===== src/rtl/adder_sched_pkg.sv =====
// adder_sched_pkg: shared types and constants for the adder_sched block.
//   state_t  - scheduler FSM states (IDLE, SETTLE, RESP)
//   SETTLE_W - width of the settle counter (supports SETTLE_CYCLES up to 2**SETTLE_W)
//   id_w()   - requester index width, $clog2(N_REQ) with a floor of one bit
package adder_sched_pkg;

    typedef enum logic [1:0] {
        IDLE   = 2'd0,
        SETTLE = 2'd1,
        RESP   = 2'd2
    } state_t;

    localparam int SETTLE_W = 8;

    function automatic int id_w(input int n);
        return (n > 1) ? $clog2(n) : 1;
    endfunction

endpackage


===== src/rtl/BypassAdder_s_c.sv =====
// BypassAdder_s_c: carry-skip adder. Operands are split into BLOCK-bit groups,
// each a small ripple adder; when every bit of a group propagates, the group
// carry-in bypasses the ripple chain straight to the group carry-out.
// Ports:
//   a_i, b_i  in  WIDTH  operands
//   cin_i     in  1      carry-in
//   sum_o     out WIDTH  a+b+cin modulo 2**WIDTH
//   cout_o    out 1      carry-out
module BypassAdder_s_c #(
    parameter int WIDTH = 32,
    parameter int BLOCK = 4
) (
    input  logic [WIDTH-1:0] a_i,
    input  logic [WIDTH-1:0] b_i,
    input  logic             cin_i,
    output logic [WIDTH-1:0] sum_o,
    output logic             cout_o
);

    localparam int NBLK = (WIDTH + BLOCK - 1) / BLOCK;

    for (genvar g = 0; g < NBLK; g++) begin : g_blk
        localparam int LO = g * BLOCK;
        // The top group is narrower when WIDTH is not a multiple of BLOCK.
        localparam int BW = ((LO + BLOCK) > WIDTH) ? (WIDTH - LO) : BLOCK;

        logic          blk_cin;
        logic          blk_cout;
        logic          rip_cout;
        logic          skip;
        logic [BW-1:0] blk_sum;

        if (g == 0) begin : g_first
            assign blk_cin = cin_i;
        end else begin : g_rest
            assign blk_cin = g_blk[g-1].blk_cout;
        end

        assign {rip_cout, blk_sum} = {1'b0, a_i[LO +: BW]} + {1'b0, b_i[LO +: BW]}
                                   + {{BW{1'b0}}, blk_cin};
        assign skip                = &(a_i[LO +: BW] ^ b_i[LO +: BW]);
        assign blk_cout            = skip ? blk_cin : rip_cout;
        assign sum_o[LO +: BW]     = blk_sum;
    end

    assign cout_o = g_blk[NBLK-1].blk_cout;

endmodule


===== src/rtl/adder_sched_arb.sv =====
// adder_sched_arb: picks one winner among the asserted request valids.
// Build option ADDER_SCHED_RR_EN:
//   defined   - round-robin, search starts one past last_i
//   undefined - fixed priority, lowest index wins (no last_i port)
// Ports:
//   req_valid_i  in  N_REQ  request valids
//   last_i       in  ID_W   previous winner (round-robin build only)
//   grant_oh_o   out N_REQ  one-hot winner, zero when nothing is valid
//   grant_idx_o  out ID_W   winner index, zero when nothing is valid
module adder_sched_arb
    import adder_sched_pkg::*;
#(
    parameter  int N_REQ = 4,
    localparam int ID_W  = id_w(N_REQ)
) (
    input  logic [N_REQ-1:0] req_valid_i,
`ifdef ADDER_SCHED_RR_EN
    input  logic [ID_W-1:0]  last_i,
`endif
    output logic [N_REQ-1:0] grant_oh_o,
    output logic [ID_W-1:0]  grant_idx_o
);

    logic            found;
    logic [ID_W-1:0] cand;
`ifdef ADDER_SCHED_RR_EN
    int              pos;
`endif

    always_comb begin
        grant_oh_o  = '0;
        grant_idx_o = '0;
        found       = 1'b0;
        cand        = '0;
`ifdef ADDER_SCHED_RR_EN
        pos         = 0;
        // Walk last+1, last+2, ... wrapping, so the previous winner is checked last.
        for (int off = 1; off <= N_REQ; off++) begin
            pos  = (int'(last_i) + off) % N_REQ;
            cand = ID_W'(pos);
            if (!found && req_valid_i[cand]) begin
                found             = 1'b1;
                grant_oh_o[cand]  = 1'b1;
                grant_idx_o       = cand;
            end
        end
`else
        for (int i = 0; i < N_REQ; i++) begin
            cand = ID_W'(i);
            if (!found && req_valid_i[cand]) begin
                found             = 1'b1;
                grant_oh_o[cand]  = 1'b1;
                grant_idx_o       = cand;
            end
        end
`endif
    end

endmodule


===== src/rtl/adder_sched.sv =====
// adder_sched: time-shares one BypassAdder_s_c among N_REQ requesters.
// Build option ADDER_SCHED_RR_EN selects round-robin (defined) or fixed
// lowest-index-first (undefined) arbitration.
// Handshakes: a transfer happens on a rising edge where valid and ready are
// both high; the source holds valid and payload stable until that edge.
// Ports:
//   clk, rst_n              clock, synchronous active-low reset
//   req_valid/req_ready     per-requester request handshake (ready one-hot or zero)
//   req_a/req_b             packed operands, requester i at [i*WIDTH +: WIDTH]
//   req_cin                 per-requester carry-in
//   rsp_valid/rsp_ready     response handshake
//   rsp_id/rsp_sum/rsp_cout registered requester index, sum and carry-out
//   dbg_state_o             current FSM state
// The operand registers to rsp_sum/rsp_cout path is a SETTLE_CYCLES-cycle
// multicycle path: operands only change on a request transfer edge and the
// result is captured SETTLE_CYCLES edges later.
module adder_sched
    import adder_sched_pkg::*;
#(
    parameter  int N_REQ         = 4,
    parameter  int WIDTH         = 32,
    parameter  int BLOCK         = 4,
    parameter  int SETTLE_CYCLES = 2,
    localparam int ID_W          = id_w(N_REQ)
) (
    input  logic                   clk,
    input  logic                   rst_n,
    input  logic [N_REQ-1:0]       req_valid,
    output logic [N_REQ-1:0]       req_ready,
    input  logic [N_REQ*WIDTH-1:0] req_a,
    input  logic [N_REQ*WIDTH-1:0] req_b,
    input  logic [N_REQ-1:0]       req_cin,
    output logic                   rsp_valid,
    input  logic                   rsp_ready,
    output logic [ID_W-1:0]        rsp_id,
    output logic [WIDTH-1:0]       rsp_sum,
    output logic                   rsp_cout,
    output state_t                 dbg_state_o
);

    state_t                state_q, state_d;
    logic [SETTLE_W-1:0]   cnt_q, cnt_d;
    logic [WIDTH-1:0]      op_a_q, op_a_d;
    logic [WIDTH-1:0]      op_b_q, op_b_d;
    logic                  op_cin_q, op_cin_d;
    logic [ID_W-1:0]       op_id_q, op_id_d;
    logic                  rsp_valid_q, rsp_valid_d;
    logic [WIDTH-1:0]      rsp_sum_q, rsp_sum_d;
    logic                  rsp_cout_q, rsp_cout_d;
    logic [ID_W-1:0]       rsp_id_q, rsp_id_d;
`ifdef ADDER_SCHED_RR_EN
    logic [ID_W-1:0]       last_q, last_d;
`endif

    logic [N_REQ-1:0]      grant_oh;
    logic [ID_W-1:0]       grant_idx;
    logic [WIDTH-1:0]      sum_w;
    logic                  cout_w;
    logic [WIDTH-1:0]      a_arr [N_REQ];
    logic [WIDTH-1:0]      b_arr [N_REQ];

    for (genvar g = 0; g < N_REQ; g++) begin : g_unpack
        assign a_arr[g] = req_a[g*WIDTH +: WIDTH];
        assign b_arr[g] = req_b[g*WIDTH +: WIDTH];
    end

    adder_sched_arb #(
        .N_REQ (N_REQ)
    ) u_arb (
        .req_valid_i (req_valid),
`ifdef ADDER_SCHED_RR_EN
        .last_i      (last_q),
`endif
        .grant_oh_o  (grant_oh),
        .grant_idx_o (grant_idx)
    );

    BypassAdder_s_c #(
        .WIDTH (WIDTH),
        .BLOCK (BLOCK)
    ) u_adder (
        .a_i    (op_a_q),
        .b_i    (op_b_q),
        .cin_i  (op_cin_q),
        .sum_o  (sum_w),
        .cout_o (cout_w)
    );

    always_comb begin
        state_d     = state_q;
        cnt_d       = cnt_q;
        op_a_d      = op_a_q;
        op_b_d      = op_b_q;
        op_cin_d    = op_cin_q;
        op_id_d     = op_id_q;
        rsp_valid_d = rsp_valid_q;
        rsp_sum_d   = rsp_sum_q;
        rsp_cout_d  = rsp_cout_q;
        rsp_id_d    = rsp_id_q;
`ifdef ADDER_SCHED_RR_EN
        last_d      = last_q;
`endif
        // Ready is offered only in IDLE and never while reset is asserted.
        req_ready   = (rst_n && state_q == IDLE) ? grant_oh : '0;

        case (state_q)
            IDLE: begin
                if (|grant_oh) begin
                    op_a_d   = a_arr[grant_idx];
                    op_b_d   = b_arr[grant_idx];
                    op_cin_d = req_cin[grant_idx];
                    op_id_d  = grant_idx;
                    cnt_d    = SETTLE_W'(SETTLE_CYCLES - 1);
`ifdef ADDER_SCHED_RR_EN
                    last_d   = grant_idx;
`endif
                    state_d  = SETTLE;
                end
            end
            SETTLE: begin
                if (cnt_q != '0) begin
                    cnt_d = cnt_q - 1'b1;
                end else begin
                    rsp_sum_d   = sum_w;
                    rsp_cout_d  = cout_w;
                    rsp_id_d    = op_id_q;
                    rsp_valid_d = 1'b1;
                    state_d     = RESP;
                end
            end
            RESP: begin
                if (rsp_ready) begin
                    rsp_valid_d = 1'b0;
                    state_d     = IDLE;
                end
            end
            default: state_d = IDLE;
        endcase
    end

    always_ff @(posedge clk) begin
        if (!rst_n) begin
            state_q     <= IDLE;
            cnt_q       <= '0;
            op_a_q      <= '0;
            op_b_q      <= '0;
            op_cin_q    <= 1'b0;
            op_id_q     <= '0;
            rsp_valid_q <= 1'b0;
            rsp_sum_q   <= '0;
            rsp_cout_q  <= 1'b0;
            rsp_id_q    <= '0;
`ifdef ADDER_SCHED_RR_EN
            last_q      <= ID_W'(N_REQ - 1);
`endif
        end else begin
            state_q     <= state_d;
            cnt_q       <= cnt_d;
            op_a_q      <= op_a_d;
            op_b_q      <= op_b_d;
            op_cin_q    <= op_cin_d;
            op_id_q     <= op_id_d;
            rsp_valid_q <= rsp_valid_d;
            rsp_sum_q   <= rsp_sum_d;
            rsp_cout_q  <= rsp_cout_d;
            rsp_id_q    <= rsp_id_d;
`ifdef ADDER_SCHED_RR_EN
            last_q      <= last_d;
`endif
        end
    end

    assign rsp_valid   = rsp_valid_q;
    assign rsp_sum     = rsp_sum_q;
    assign rsp_cout    = rsp_cout_q;
    assign rsp_id      = rsp_id_q;
    assign dbg_state_o = state_q;

endmodule


===== config.mk =====
export PLATFORM = sky130hd
export DESIGN_NAME = adder_sched
export DESIGN_NICKNAME = d
export VERILOG_FILES = /design/src/rtl/adder_sched_pkg.sv /design/src/rtl/BypassAdder_s_c.sv /design/src/rtl/adder_sched_arb.sv /design/src/rtl/adder_sched.sv
export SDC_FILE = /design/constraint.sdc
export NUM_CORES = 1
export LEC_CHECK = 0
export CAP_MARGIN = 20
export CORE_ASPECT_RATIO = 0.6
export CORE_MARGIN = 3
export CORE_UTILIZATION = 47
export CTS_BUF_LIST = sky130_fd_sc_hd__clkbuf_8
export DETAILED_ROUTE_END_ITERATION = 16
export GPL_TIMING_DRIVEN = 0
export PLACE_DENSITY = 0.89
export SKIP_CTS_REPAIR_TIMING = 1
export SLEW_MARGIN = 25
export SYNTH_ARGS = -nofsm -noshare
export SYNTH_HDL_FRONTEND = slang
export SYNTH_SLANG_ARGS = --single-unit

===== constraint.sdc =====
create_clock -name clk -period 17.6 [get_ports clk]
set_input_delay 1.76 -clock clk [delete_from_list [all_inputs] [get_ports clk]]
set_output_delay 1.76 -clock clk [all_outputs]
set_load 0.03 [all_outputs]

==> metrics.cfg, run 1 <==
[power]
ir_drop_v = 0.0000849
netSwitchingFraction = 0.425
power.density_mw_per_mm2 = 126
p_total_uw = 1350
p_leak_uw = 0.00413
p_sw_uw = 572
seqPwrFrac = 0.296
comb_power_share = 0.506
p_int_uw = 773
clock_power_share = 0.198

[logic_synthesis]
async_flop_share = 0
syn_avg_cell_area_um2 = 9.55
synth_cell_types = 49
synth_edf_count = 0
synth_seq_cells = 113
synthesis.area_mm2 = 0.00693
yosys_warnings = 0
syn_nets = 1043
synth-seq-area-share = 0.326
synth-main-ff-cell = dfxtp_1
synthCells = 726

[clock_network]
clockRootBuffer = clkbuf_8
clk_latency_ns = 0.44
clockBufferDepth = 2
cts.sink_count = 113
cts_tree = done
htreeDepth = 4
clk_pin_slew_worst_paths_ns = 0.07
numCtsBuffers = 17

[detailed_routing]
drtIter0Drc = 504
drc = 0
avgRoutedWirePerCell_um = 19.3
vias = 7041
dr.pass1.iters = 5
routed_wirelength_um = 24300
antenna_left = 0
avgViaCountPerCell = 5.60

[min_path]
min_to = rsp_sum[30]
hp-class = reg -> reg
hold_depth = 2
min_from = rsp_sum[30]

[cells_and_area]
multi_input_area_mm2 = 0.00440
diodes = 0
num-nets-final = 1370
layout-drive-gt1-share = 0.105
n_fill_cell = 963
final_common_cell = clkdlybuf4s50_1
layout_common_cells = 308 x clkdlybuf4s50_1, 185 x nand2_1, 113 x dfxtp_1
area_delta_synth_final_pct = 54.1
seqCellArea_mm2 = 0.00226

[floorplan]
coreArea_mm2 = 0.0140
ioPinCount = 309
die_width_um = 163
die_y_um = 100
dieArea_mm2 = 0.0163
start_util = 0.494
rows = 33

[setup_path]
timing.rr.end = rsp_cout
cpPeakStageDelay_ns = 0.44
critPathCaptureType = register
crit_start = op_a_q[0]
path_class = reg -> reg
crit_fanout = 3
cpMostUsedCell = fa_1
crit_required_ns = 17.89
arrival_ns = 11.94
crit_slowest_cell = fa_1
startpoint_type = register
rrSetupSlack_ns = 5.95
worstRegToRegCells = 47
r2r_start = op_a_q[0]

[sta]
tns_ns = 0
finalMaxSlewViolations = 0
worstMarginPinSlew_ns = 0.943
min_period_ns = 11.65
period_share = 0.662
slew_headroom = 0.366
skew_ns = 0.0175
hold_viol = 0
clock.fmax_mhz = 85.8
rsz0062_at_grt = false
setup_viol = 0

[run_status]
outcome = completed

[placed_design]
globalplace.congestion = 0.926
portBuffers = 308
hpwlAfterDp_um = 19200

[global_route]
grt_pass1_wl_um = 37000
antenna_found_initial = 0
grt_use_total = 0.295
overflow = 0
grt_max_degree = 17
first_global_vias = 7227

[flow_run]
drv_cap = 0

[routing by layer]
layer | part of all wire | track usage
met2 | 0.49 | 0.507
met3 | 0.10 | 0.0779
met5 | 0 | 0
met4 | 0.017 | 0.0773
met1 | 0.39 | 0.372
[sequential cells by signal, summed over array words and instances (netlist names)]
register and count:
cnt_q 8, dbg_state_o 2, op_a_q 32, op_b_q 32, op_cin_q 1, op_id_q 2
rsp_cout 1, rsp_id 2, rsp_sum 32, rsp_valid 1
[worst max path at each step]
stage	endpoint	slack [ns]	cells after the start
final	rsp_cout	5.95	47
after global routing	rsp_cout	5.31	47
after CTS	rsp_cout	6.08	47
after detailed placement	rsp_cout	6.28	47
after global placement	rsp_cout	6.38	47
after floorplan	rsp_cout	7.59	47
[power groups by stage]
stage	clock [uW]	combinational, uW	sequential, uW
after floorplan	0	379	428
after global placement	0	646	397
after detailed placement	0	664	400
after CTS	267	672	396
after global routing	280	741	407
final	267	681	398
[cell type report]
cell class                      count  area share
Buffer                             47      0.0182
Clock buffer                       19      0.0245
Clock inverter                     13      0.0157
Inverter                           20     0.00703
Multi-Input combinational cell    546       0.412
Sequential cell                   113       0.212
Tap cell                          192      0.0225
Timing Repair Buffer              308       0.289
[Yosys cell counts (4+ instances only)]
cell type	number	area (um^2)
buf_2	8	40.0
clkbuf_1	37	139
o211ai_1	4	30.0
ha_1	34	425
fa_1	16	320
xor2_1	4	35.0
nand2_1	185	694
mux4_2	65	1460
and4_1	6	52.6
xnor2_1	17	149
nor2b_1	4	25.0
nor3_1	5	25.0
a211oi_1	13	97.6
dfxtp_1	113	2260
nand3_1	5	25.0
inv_1	19	71.3
o21ai_0	8	40.0
a21oi_1	103	515
nor2_1	28	105
a21o_1	10	75.1
[critical path: cells and delay by family (launching register included)]
kind / cells / cell delay [ns]
multiplexers: 1 / 0.10
flip-flops: 1 / 0.34
AND/OR/NAND/NOR: 4 / 0.32
adder cells (fa/ha/maj): 16 / 6.13
buffers and inverters: 6 / 0.55
AO/OA/AOI/OAI: 20 / 4.06
[metrics by stage]
step                hold slack [ns]  worst slack [ns]  cells  cell area [um^2]  utilization
floorplan                     0.432              7.59    726              6930            -
global route                  0.471              5.31   1258             10700        0.761
detailed placement            0.445              6.28   1226             10300        0.730
finish                        0.454              5.95   1258             10700        0.761
CTS                           0.455              6.08   1258             10700        0.761
global placement              0.439              6.38   1226             10300        0.730
[kinds of logic (layout without fill, tap and decap cells)]
logic type | after synthesis | after routing | synth area share
muxes | 68 | 68 | 0.216
AOI/OAI and AO/OA | 156 | 156 | 0.131
xor gates and xnor gates | 21 | 21 | 0.0265
and+or+nand+nor | 251 | 251 | 0.153
buffers and inverters | 67 | 407 | 0.0388
DFF | 113 | 113 | 0.326
adders and majority gates | 50 | 50 | 0.108
(Power assumes the default switching activity.)
==> inputs of run 2 (changes only) <==
CORE_UTILIZATION = 39   (was 47)
PLACE_DENSITY = 0.79   (was 0.89)
clock period = 10.1 ns   (was 17.6 ns; I/O delays follow)
==> run 2 against run 1 <==
Against the previous run: flip-flop and latch count did not move; via count down 1.4%; sequential share of layout area fell by 0.41 points; clock skew shrank 0.0067 ns; final area increased by 2.1%; largest cell class unchanged; global-route usage down 5.5 points.
==> metrics.cfg, run 2 (synthesized netlist as in run 1, its figures left out) <==
[setup_path]
critPathTopFamily = adder cells
critPathCaptureType = register
timing.rr.end = rsp_cout
rrSetupSlack_ns = 0.19
crit_required_ns = 10.42
startpoint_type = register
cpPeakStageDelay_ns = 0.39
worstRegToRegCells = 47
r2r_start = op_b_q[0]
path_class = reg -> reg
arrival_ns = 10.24
cp_num_buf_inv = 6
cpMostUsedCell = fa_2
crit_fanout = 3
crit_slowest_cell = fa_2

[power]
p_leak_uw = 0.00417
ir_drop_v = 0.000174
power.density_mw_per_mm2 = 211

[detailed_routing]
vias = 6941
drc = 0
routed_wirelength_um = 24000
drtIter0Drc = 602
antenna_left = 0
avgRoutedWirePerCell_um = 18.3
dr.pass1.iters = 5
avgViaCountPerCell = 5.27

[global_route]
grt_pass1_wl_um = 35600
first_global_vias = 6811
grt_use_total = 0.240
grt_max_degree = 17
antenna_found_initial = 0
overflow = 0

[cells_and_area]
diodes = 0
finalCoreUtilization = 0.632
final_common_cell = clkdlybuf4s50_1
stdcell_area_mm2 = 0.0109
layout-drive-gt1-share = 0.155
layout_common_cells = 308 x clkdlybuf4s50_1, 185 x nand2_1, 110 x dfxtp_1
num-nets-final = 1387
area_delta_synth_final_pct = 57.4

[sta]
setup_viol = 0
min_period_ns = 9.91
finalMaxSlewViolations = 0
rsz0062_at_grt = true
holdWs_ns = 0.454
clock.fmax_mhz = 101
slew_headroom = 0.401
period_share = 0.982
skew_ns = 0.0108
fin_ws_ns = 0.186
worstMarginPinSlew_ns = 0.892
hold_viol = 0

[placed_design]
globalplace.congestion = 0.884
hpwlAfterDp_um = 19400
portBuffers = 308
placed_cell_area_mm2 = 0.0103
place_ws_ns = -1.29

[floorplan]
die_y_um = 109
dieArea_mm2 = 0.0195
coreArea_mm2 = 0.0173
start_util = 0.401
die_width_um = 178
rows = 37
ioPinCount = 309

[clock_network]
htreeDepth = 4
cts.sink_count = 113
clk_latency_ns = 0.44
numCtsBuffers = 17
clk_pin_slew_worst_paths_ns = 0.07
cts_tree = done
clockBufferDepth = 2
clockRootBuffer = clkbuf_8

[min_path]
min_to = rsp_sum[23]
min_from = rsp_sum[23]
hold_depth = 2
hp-class = reg -> reg

[run_status]
outcome = completed

[flow_run]
drv_cap = 0

## run 2: cell types whose count changed in the layout (fill, tap and decap cells not counted), moves of 4 or more
cell | before | now
buf_4 | 0 | 17
fa_1 | 16 | 0
fa_2 | 0 | 16
inv_2 | 0 | 6
a21oi_1 | 103 | 99
a21oi_2 | 0 | 4
bufinv_16 | 4 | 0
inv_1 | 21 | 17
## run 2: how the worst max path moves through the flow
stage               from        to  slack, ns  cells after the start
2_1_floorplan  op_a_q[0]  rsp_cout       0.09                     47
3_3_place_gp   op_a_q[0]  rsp_cout      -1.17                     47
3_5_place_dp   op_a_q[0]  rsp_cout      -1.29                     47
4_1_cts        op_a_q[0]  rsp_cout      -1.38                     47
5_1_grt        op_b_q[0]  rsp_cout      -0.22                     47
6_report       op_b_q[0]  rsp_cout       0.19                     47
## run 2: final cells by class
cell class | instances | area (um^2)
clock buffer | 22 | 303
timing repair buffer | 325 | 3210
tap | 234 | 293
sequential | 113 | 2270
buffer | 47 | 194
multi-input combinational | 546 | 4530
clock inverter | 9 | 42.5
fill | 1383 | 6360
inverter | 20 | 75.1
## run 2: metal layers
layer  routed length (um)  track usage  part of all wire  up-vias
met2                11300        0.390              0.47      294
li1                     -            -                 -     3289
met1                10100        0.321              0.42     3325
met4                  411       0.0571             0.017        0
met3                 2220       0.0640             0.092       33
met5                    0            0                 0        -
## run 2: stage by stage
stage	setup TNS, ns	total power, uW	instances
2_1_floorplan	0	1410	726
3_3_place_gp	-4.35	1830	1268
3_5_place_dp	-4.89	1860	1268
4_1_cts	-5.31	2240	1299
5_1_grt	-0.445	2450	1316
6_report	0	2300	1316
## run 2: worst reg2reg max path, delay by kind of cell (launching register included)
kind	cells	cell delay, ns
AND/OR/NAND/NOR	4	0.30
buffers and inverters	6	0.38
AO/OA/AOI/OAI	20	3.22
flip-flops	1	0.33
multiplexers	1	0.09
adder cells (fa/ha/maj)	16	5.43
## run 2: report_power, final
part	internal (uW)	switching (uW)	total, uW	leakage, uW
combinational	516	713	1230	0.00305
clock	195	183	379	0.000195
sequential	580	112	693	0.000929
